**config.mk**
```make
export PLATFORM = sky130hd
export DESIGN_NAME = sort_oet_seq
export DESIGN_NICKNAME = d
export VERILOG_FILES = /design/src/rtl/sort_oet_seq.sv
export SDC_FILE = /design/constraint.sdc
export NUM_CORES = 1
export LEC_CHECK = 0
export CAP_MARGIN = 0
export CELL_PAD_IN_SITES_DETAIL_PLACEMENT = 1
export CELL_PAD_IN_SITES_GLOBAL_PLACEMENT = 2
export CORE_MARGIN = 4
export CORE_UTILIZATION = 30
export CTS_CLUSTER_DIAMETER = 100
export DETAILED_ROUTE_END_ITERATION = 8
export HOLD_SLACK_MARGIN = 0.15
export PLACE_DENSITY_LB_ADDON = 0.3
export SLEW_MARGIN = 30
export SYNTH_ARGS = -nofsm -noshare
export SYNTH_HDL_FRONTEND = slang
export SYNTH_SLANG_ARGS = --single-unit
```
**constraint.sdc**
```tcl
create_clock -name i_clk -period 2.8 [get_ports i_clk]
set_input_delay 0.56 -clock i_clk [delete_from_list [all_inputs] [get_ports i_clk]]
set_output_delay 0.56 -clock i_clk [all_outputs]
set_load 0.01 [all_outputs]
```
**src/rtl/sort_oet_seq.sv**
```systemverilog
// sort_oet_seq
//   Iterative odd-even transposition sorter. A NUM_VALS x SIZE vector is accepted
//   over a valid/ready handshake and sorted in place, one phase per clock, by
//   NUM_VALS/2 compare-exchange units. The result is returned over a second
//   valid/ready handshake. Ascending or descending order is chosen per vector
//   and latched when the vector is accepted.
//
//   Optional build macro: SORT_INDEX_EN
//     When defined, every element carries an IW-bit tag holding its original
//     input position. Tags swap together with the data and appear on o_index.
//
// Ports
//   i_clk, i_rst_n  clock and asynchronous active-low reset
//   i_valid/o_ready input handshake (o_ready is high only while idle)
//   i_descending    order select, sampled on accept
//   i_data          input vector, element k at [k*SIZE +: SIZE]
//   o_valid/i_ready output handshake (o_valid holds with stable data until taken)
//   o_data          sorted vector, same packing as i_data
//   o_index         (SORT_INDEX_EN) original position of each o_data element
//   o_busy          high whenever the FSM is not idle
module sort_oet_seq #(
    parameter int NUM_VALS = 5,
    parameter int SIZE     = 16,
    localparam int IW      = (NUM_VALS > 1) ? $clog2(NUM_VALS) : 1
) (
    input  logic                     i_clk,
    input  logic                     i_rst_n,
    input  logic                     i_valid,
    output logic                     o_ready,
    input  logic                     i_descending,
    input  logic [NUM_VALS*SIZE-1:0] i_data,
    output logic                     o_valid,
    input  logic                     i_ready,
    output logic [NUM_VALS*SIZE-1:0] o_data,
`ifdef SORT_INDEX_EN
    output logic [NUM_VALS*IW-1:0]   o_index,
`endif
    output logic                     o_busy
);

    localparam int CW = $clog2(NUM_VALS) + 1;

    generate
        if (NUM_VALS < 2) begin : g_bad_param
            $error("sort_oet_seq: NUM_VALS must be >= 2");
        end
    endgenerate

    typedef enum logic [1:0] {
        IDLE = 2'd0,
        SORT = 2'd1,
        DONE = 2'd2
    } state_t;

    state_t                   state_q, state_d;
    logic [CW-1:0]            cnt_q, cnt_d;
    logic                     mode_q, mode_d;
    logic [SIZE-1:0]          work_q [NUM_VALS];
    logic [SIZE-1:0]          work_d [NUM_VALS];
    logic [SIZE-1:0]          net_w  [NUM_VALS];
    logic [NUM_VALS*SIZE-1:0] out_q, out_d;

`ifdef SORT_INDEX_EN
    logic [IW-1:0]            tag_q [NUM_VALS];
    logic [IW-1:0]            tag_d [NUM_VALS];
    logic [IW-1:0]            net_t [NUM_VALS];
    logic [NUM_VALS*IW-1:0]   oidx_q, oidx_d;
`endif

    // One transposition phase. Even phases pair (0,1),(2,3)..; odd phases pair
    // (1,2),(3,4)... Pairs within a phase never overlap, so every unit reads the
    // registered values. The compare is strict, so equal elements never swap and
    // the sort is stable.
    always_comb begin
        net_w = work_q;
`ifdef SORT_INDEX_EN
        net_t = tag_q;
`endif
        for (int i = 0; i < NUM_VALS - 1; i++) begin
            if (i[0] == cnt_q[0]) begin
                if (mode_q ? (work_q[i] < work_q[i+1]) : (work_q[i] > work_q[i+1])) begin
                    net_w[i]   = work_q[i+1];
                    net_w[i+1] = work_q[i];
`ifdef SORT_INDEX_EN
                    net_t[i]   = tag_q[i+1];
                    net_t[i+1] = tag_q[i];
`endif
                end
            end
        end
    end

    always_comb begin
        state_d = state_q;
        cnt_d   = cnt_q;
        mode_d  = mode_q;
        work_d  = work_q;
        out_d   = out_q;
`ifdef SORT_INDEX_EN
        tag_d   = tag_q;
        oidx_d  = oidx_q;
`endif
        case (state_q)
            IDLE: begin
                if (i_valid) begin
                    for (int k = 0; k < NUM_VALS; k++) begin
                        work_d[k] = i_data[k*SIZE +: SIZE];
`ifdef SORT_INDEX_EN
                        tag_d[k]  = IW'(k);
`endif
                    end
                    mode_d  = i_descending;
                    cnt_d   = '0;
                    state_d = SORT;
                end
            end
            SORT: begin
                work_d = net_w;
`ifdef SORT_INDEX_EN
                tag_d  = net_t;
`endif
                if (cnt_q == CW'(NUM_VALS - 1)) begin
                    // Result register is only written here, so o_data keeps the
                    // previous result while idle and during the next sort.
                    for (int k = 0; k < NUM_VALS; k++) begin
                        out_d[k*SIZE +: SIZE] = net_w[k];
`ifdef SORT_INDEX_EN
                        oidx_d[k*IW +: IW]    = net_t[k];
`endif
                    end
                    state_d = DONE;
                end else begin
                    cnt_d = cnt_q + CW'(1);
                end
            end
            DONE: begin
                if (i_ready) state_d = IDLE;
            end
            default: state_d = IDLE;
        endcase
    end

    always_ff @(posedge i_clk or negedge i_rst_n) begin
        if (!i_rst_n) begin
            state_q <= IDLE;
            cnt_q   <= '0;
            mode_q  <= 1'b0;
            out_q   <= '0;
            for (int k = 0; k < NUM_VALS; k++) work_q[k] <= '0;
`ifdef SORT_INDEX_EN
            oidx_q  <= '0;
            for (int k = 0; k < NUM_VALS; k++) tag_q[k] <= '0;
`endif
        end else begin
            state_q <= state_d;
            cnt_q   <= cnt_d;
            mode_q  <= mode_d;
            out_q   <= out_d;
            work_q  <= work_d;
`ifdef SORT_INDEX_EN
            oidx_q  <= oidx_d;
            tag_q   <= tag_d;
`endif
        end
    end

    assign o_ready = (state_q == IDLE);
    assign o_valid = (state_q == DONE);
    assign o_busy  = (state_q != IDLE);
    assign o_data  = out_q;
`ifdef SORT_INDEX_EN
    assign o_index = oidx_q;
`endif

endmodule

```
Yosys cells after proc, flatten, opt, wreduce, memory -nomap -nowiden --
Index checks and enable logic that the tools add are counted.
Operators by class: $lt $le $gt $ge 8, bitwise operators 0, multipliers 0, $add $sub $neg 1, shifts and indexed selects 0, reductions and logical operators 8, mux-type cells 21, equal/unequal tests 7, div/mod/pow operators 0
Operators with widths (count):
- 2-to-1 mux 32 bit | 8
- case mux 80 bit (2 select lines) | 1
- 2-to-1 mux 80 bit | 1
- greater-than comparator 16 bit | 4
- less-than comparator 16 bit | 4
- 2-to-1 mux 4 bit | 2
- case mux 4 bit (2 select lines) | 1
- 2-to-1 mux 2 bit | 3
- inequality test 2 bit, second input constant | 3
- case mux 2 bit (3 select lines) | 1
- AND reduction 2 bit | 3
- AND reduction 3 bit | 2
- adder 4 x 1 -> 4 bit, second input constant | 1
- equality test 4 x 3 -> 1 bit, second input constant | 1
- 2-to-1 mux 1 bit | 4
- nonzero test 2 bit | 2
- equality test 2 x 1 -> 1 bit, second input constant | 1
- equality test 2 bit, second input constant | 1
- logical NOT 2 bit | 1
- inequality test 2 x 1 -> 1 bit, second input constant | 1
Word-level totals: output and inout port bits 83, bits in read-only memories 0, register bits after elaboration 167, RAM bits 0, bits of input ports 85, memories kept 0, latch bits 0

Longest topological paths before layout --
depth after elaboration 11, mapped depth 11, gate-level depth less buffers 9

Worst setup path after synthesis --
No wires, ideal clock.
path type reg2reg, start point reg work_q[63] (netlist name), end point reg work_q[69] (netlist name), cell stages (with the launch flop) 12, setup slack 52 ps, data arrival time 2622 ps, buffers on the path 2, cells stage by stage dfrtp_1 > inv_1 > ha_1 > nand4_1 > nor4_1 > o21ai_0 > o211ai_1 > buf_4 > mux2i_4 > nor2_4 > buf_2 > a221o_1
On the way: cells in the longest elaborated chain, start to end 5, elaborated cells between the ends (all ways) 6, classes of those cells order compare: 2; mux: 4
RTL lines:
- from (decl) | RTL line 58 | logic [SIZE-1:0] work_q [NUM_VALS];
- from (signal assigned) | RTL line 159 | work_q <= work_d;
- greater-than comparator 16 bit / less-than comparator 16 bit (equally long branches) | RTL line 81 | if (mode_q ? (work_q[i] < work_q[i+1]) : (work_q[i] > work_q[i+1])) begin
- 2-to-1 mux 1 bit (*) | RTL line 81
- 2-to-1 mux 32 bit (*) | RTL line 81
- 2-to-1 mux 32 bit (*) | RTL line 80 | if (i[0] == cnt_q[0]) begin
- case mux 80 bit (2 select lines) (*) | RTL line 103 | case (state_q)
Mark *: on every way between the ends. The rest lies on a longest branch, timed or not. A chain may end at the register's enable or synchronous reset.

Worst setup path after layout --
start point reg work_q[33] (netlist name), end point reg work_q[55] (netlist name)
Same word-level chain as after synthesis.

==> summary.md <==
| Metric | Value |
|---|---|
| Outcome | finished, violations left |
| Failing checks | negative setup slack |
| CP top delay family | compound AO/OA/AOI/OAI gates |
| Hold Fails Final Rpt | 0 |
| Die W | between 150 and 200 um |
| RSZ-0062 raised after global routing | true |
| RR Startpoint | work_q[33] |
| Initial antenna violation count | 0 |
| Gpl congestion | approximately 0.88 |
| Placed cell areas | 13500 um^2 |
| Required @ worst endpoint | between 3 and 4 ns |
| Crit path max-delay cell type | or4_4 |
| Synth Area in Compound Gates | 0.241 |
| Pwr/cell area | between 1500 and 2000 nW/um^2 |
| Ports | 168 |
| Most frequent cell on the critical path | buf_6 |
| Slew @ Worst Pin | ~0.73 ns |
| Synth warn | 0 |
| Detailed-router iteration count before antenna repair | 8 |
| Slew Limit Fails | 0 |
| Final WS setup | -0.215 ns |
| Seq/Total Area, Yosys | 0.410 |
| Syn Inst Count | between 1000 and 1500 |
| Leak pwr | about 6.9 nW |
| Vias | 10500 |
| 1st-iter DRT viols | just over 800 |
| WL per Instance | roughly 24 um |
| Largest net degree at the start of global routing | just under 70 |
| Total gr overflow | 0 |
| CTS tree | done |
| Area grow syn2layout | 53.6% |
| Flops & latches, synth | 167 |
| Final min period | between 3 and 4 ns |
| Vias in the first global route | approximately 11000 |
| R2R Setup Slk | -0.21 ns |
| Clk slew on worst S/H paths | around 0.080 ns |
| Area share of xor/xnor cells in the synthesized design | 0.00172 |
| Adder-cell share of the synthesized area | 0.0810 |
| Setup TNS | -7.62 ns |
| First-pass GRT wire length | around 66 mm |
| Startpoint types | flop |
| CP cell instances | inv_2, ha_4, nor2b_4, o211ai_1, a2111oi_4, or4_4, mux2i_4, buf_6, buf_6, buf_16, a211o_1, o221ai_2 |
| Clk Latency, worst-skew pair | approximately 0.44 ns |
| Antenna diodes | 0 |
| Post-synthesis mux area share | 0.0692 |
| Tcrit/Tclk final | 1.08 |
| Total die area | approximately 37000 um^2 |
| Cell variety after synth | 46 |
| Syn_area_per_cell | roughly 9.3 um^2 |
| FMAX | 332 MHz |
| Core Region | roughly 34000 um^2 |
| Crit-path max cell delay | 0.48 ns |
| CTS buffer count | 17 |
| Initial Util | 0.304 |
| Final setup viols | around 70 |
| Worst r2r path cells | 12 |
| Antenna-violating nets left | 0 |
| CTS root buf | clkbuf_16 |
| Crit Path Class | reg -> reg |
| CP Data Arrival Time | 3.36 ns |
| DRC Markers | 0 |
| Reg-to-Reg End | work_q[55] |
| Die height | 192 um |
| Clk_skew | ~0.016 ns |
| Clock Sinks | 167 |
| Worst hold slack | approximately 0.16 ns |
| DPL Wire Length | around 32 mm |
| Nets@finish | ~1600 |
| Max-cap violation count | 0 |
| Vias/cell | 5.63 |
| Simple-Gate Fraction of Synth Area | 0.137 |
| Total track usage | 0.231 |
| Post-Syn Nets | 1244 |
| Post-synth EDFFs | 0 |
| Worst hold path type | in -> async |
| Max-slew headroom | 0.516 |
| Top_reg_cell synth | dfrtp_1 |
| Bufs on Longest Clock Path | 2 |
| Row count | 67 |
| Layout Utilization | 0.467 |
| Max Fanout on Critical Path | 7 |
| Critical path endpoint category | flop |
| Worst Path Buf+Inv | 4 |
| CTS H-tree lvls | 4 |
| Post-synth ARST share | 1.00 |
| Routed WL | approximately 45 mm |
| Final Cell Area | about 16000 um^2 |
| Worst vdd ir | about 810 uV |
| Ratio of cells with drive above 1 in the final layout | 0.275 |
| Synth Cell Area | between 10000 and 15000 um^2 |
| Largest family of logic cells by synthesized area | compound AO/OA/AOI/OAI gates |
| IO buf count | 167 |
## cell families after synthesis
family | after synthesis
AO/OA/AOI/OAI | 342
multiplexers | 65
AND/OR/NAND/NOR | 300
buffers and inverters | 151
flip-flops | 167
adder cells (fa/ha/maj) | 66
XOR/XNOR | 2
## cell usage after synthesis, types with 3 or more instances
cell type | number | area (um^2)
mux2i_1 | 57 | 571
dfrtp_1 | 167 | 4180
o31ai_1 | 35 | 263
nor2_1 | 43 | 161
o31a_1 | 16 | 140
a22o_1 | 7 | 61.3
o211ai_1 | 50 | 375
a21oi_1 | 65 | 325
and3_1 | 32 | 200
a222oi_1 | 9 | 90.1
buf_1 | 5 | 18.8
inv_1 | 71 | 267
nor2b_1 | 4 | 25.0
o21ai_0 | 37 | 185
a221o_1 | 33 | 330
a211o_1 | 9 | 78.8
nand2b_1 | 3 | 18.8
a21o_1 | 6 | 45.0
a211oi_1 | 12 | 90.1
a31oi_1 | 24 | 150
a22oi_1 | 16 | 120
o221ai_1 | 15 | 131
ha_1 | 66 | 826
nand2_1 | 121 | 454
mux2i_4 | 4 | 90.1
buf_4 | 6 | 45.0
buf_2 | 11 | 55.1
clkbuf_1 | 57 | 214
mux2_2 | 4 | 45.0
nand3_1 | 72 | 360
nand4_1 | 13 | 81.3
## report_power, final
group	switching [W]	internal (W)	leakage (nW)
combinational	0.00940	0.00887	4.55
sequential	0.00117	0.00365	2.02
clock	0.00114	0.00143	0.301
total	0.0117	0.0139	6.87
## registers in the layout, summed over array words and instances (netlist names)
register	cells
o_data	80
work_q	80
cnt_q	4
state_q	2
mode_q	1
## metal layers
| layer | global-route usage | part of all wire |
|---|---|---|
| met3 | 0.0349 | 0.049 |
| met1 | 0.331 | 0.46 |
| met5 | 0 | 0 |
| met2 | 0.374 | 0.48 |
| met4 | 0.0411 | 0.014 |
## through the flow
step | std cells | total power, W | worst slack (ns)
detailed placement | 1787 | 0.0189 | -0.219
floorplan | 1093 | 0.0123 | 0.0517
global placement | 1787 | 0.0186 | -0.129
global route | 1871 | 0.0272 | -0.222
CTS | 1832 | 0.0225 | -0.0619
finish | 1871 | 0.0257 | -0.215
## cells in the final DEF (no fill, tap or decap), types with 29 or more instances in the layout
cell type	n
and3_1	32
nand3_1	64
a21oi_1	56
a221o_1	33
o211ai_1	50
clkdlybuf4s50_1	166
buf_4	164
nand2_1	116
dfrtp_1	148
nor2_1	40
o21ai_0	29
inv_1	63
mux2i_1	33
ha_1	50
## layout make-up
class / count / area, um^2
clock buffer: 17 / 425
clock inverter: 15 / 189
sequential: 167 / 4200
tap: 448 / 561
fill: 3706 / 17900
inverter: 71 / 269
timing repair buffer: 377 / 3770
multi-input combinational: 776 / 6240
## worst max-delay path by stage
| stage | from | endpoint | slack (ns) | cells past startpoint |
|---|---|---|---|---|
| after floorplan | work_q[63] | work_q[69] | 0.05 | 11 |
| after global routing | work_q[33] | work_q[55] | -0.22 | 12 |
| after global placement | work_q[47] | work_q[44] | -0.13 | 9 |
| after CTS | work_q[33] | o_data[34] | -0.06 | 10 |
| final | work_q[33] | work_q[55] | -0.21 | 12 |
| after detailed placement | work_q[46] | work_q[54] | -0.22 | 9 |
## repair_timing
| action | in CTS | in global routing |
|---|---|---|
| buffers inserted | 10 | 32 |
| gates cloned | 3 | 8 |
| hold buffers | 0 | 0 |
| pin swaps | 6 | 44 |
| setup endpoints to repair | 128 | 160 |
| resized for setup | 29 | 161 |
Power figures use the tool's default switching activity.
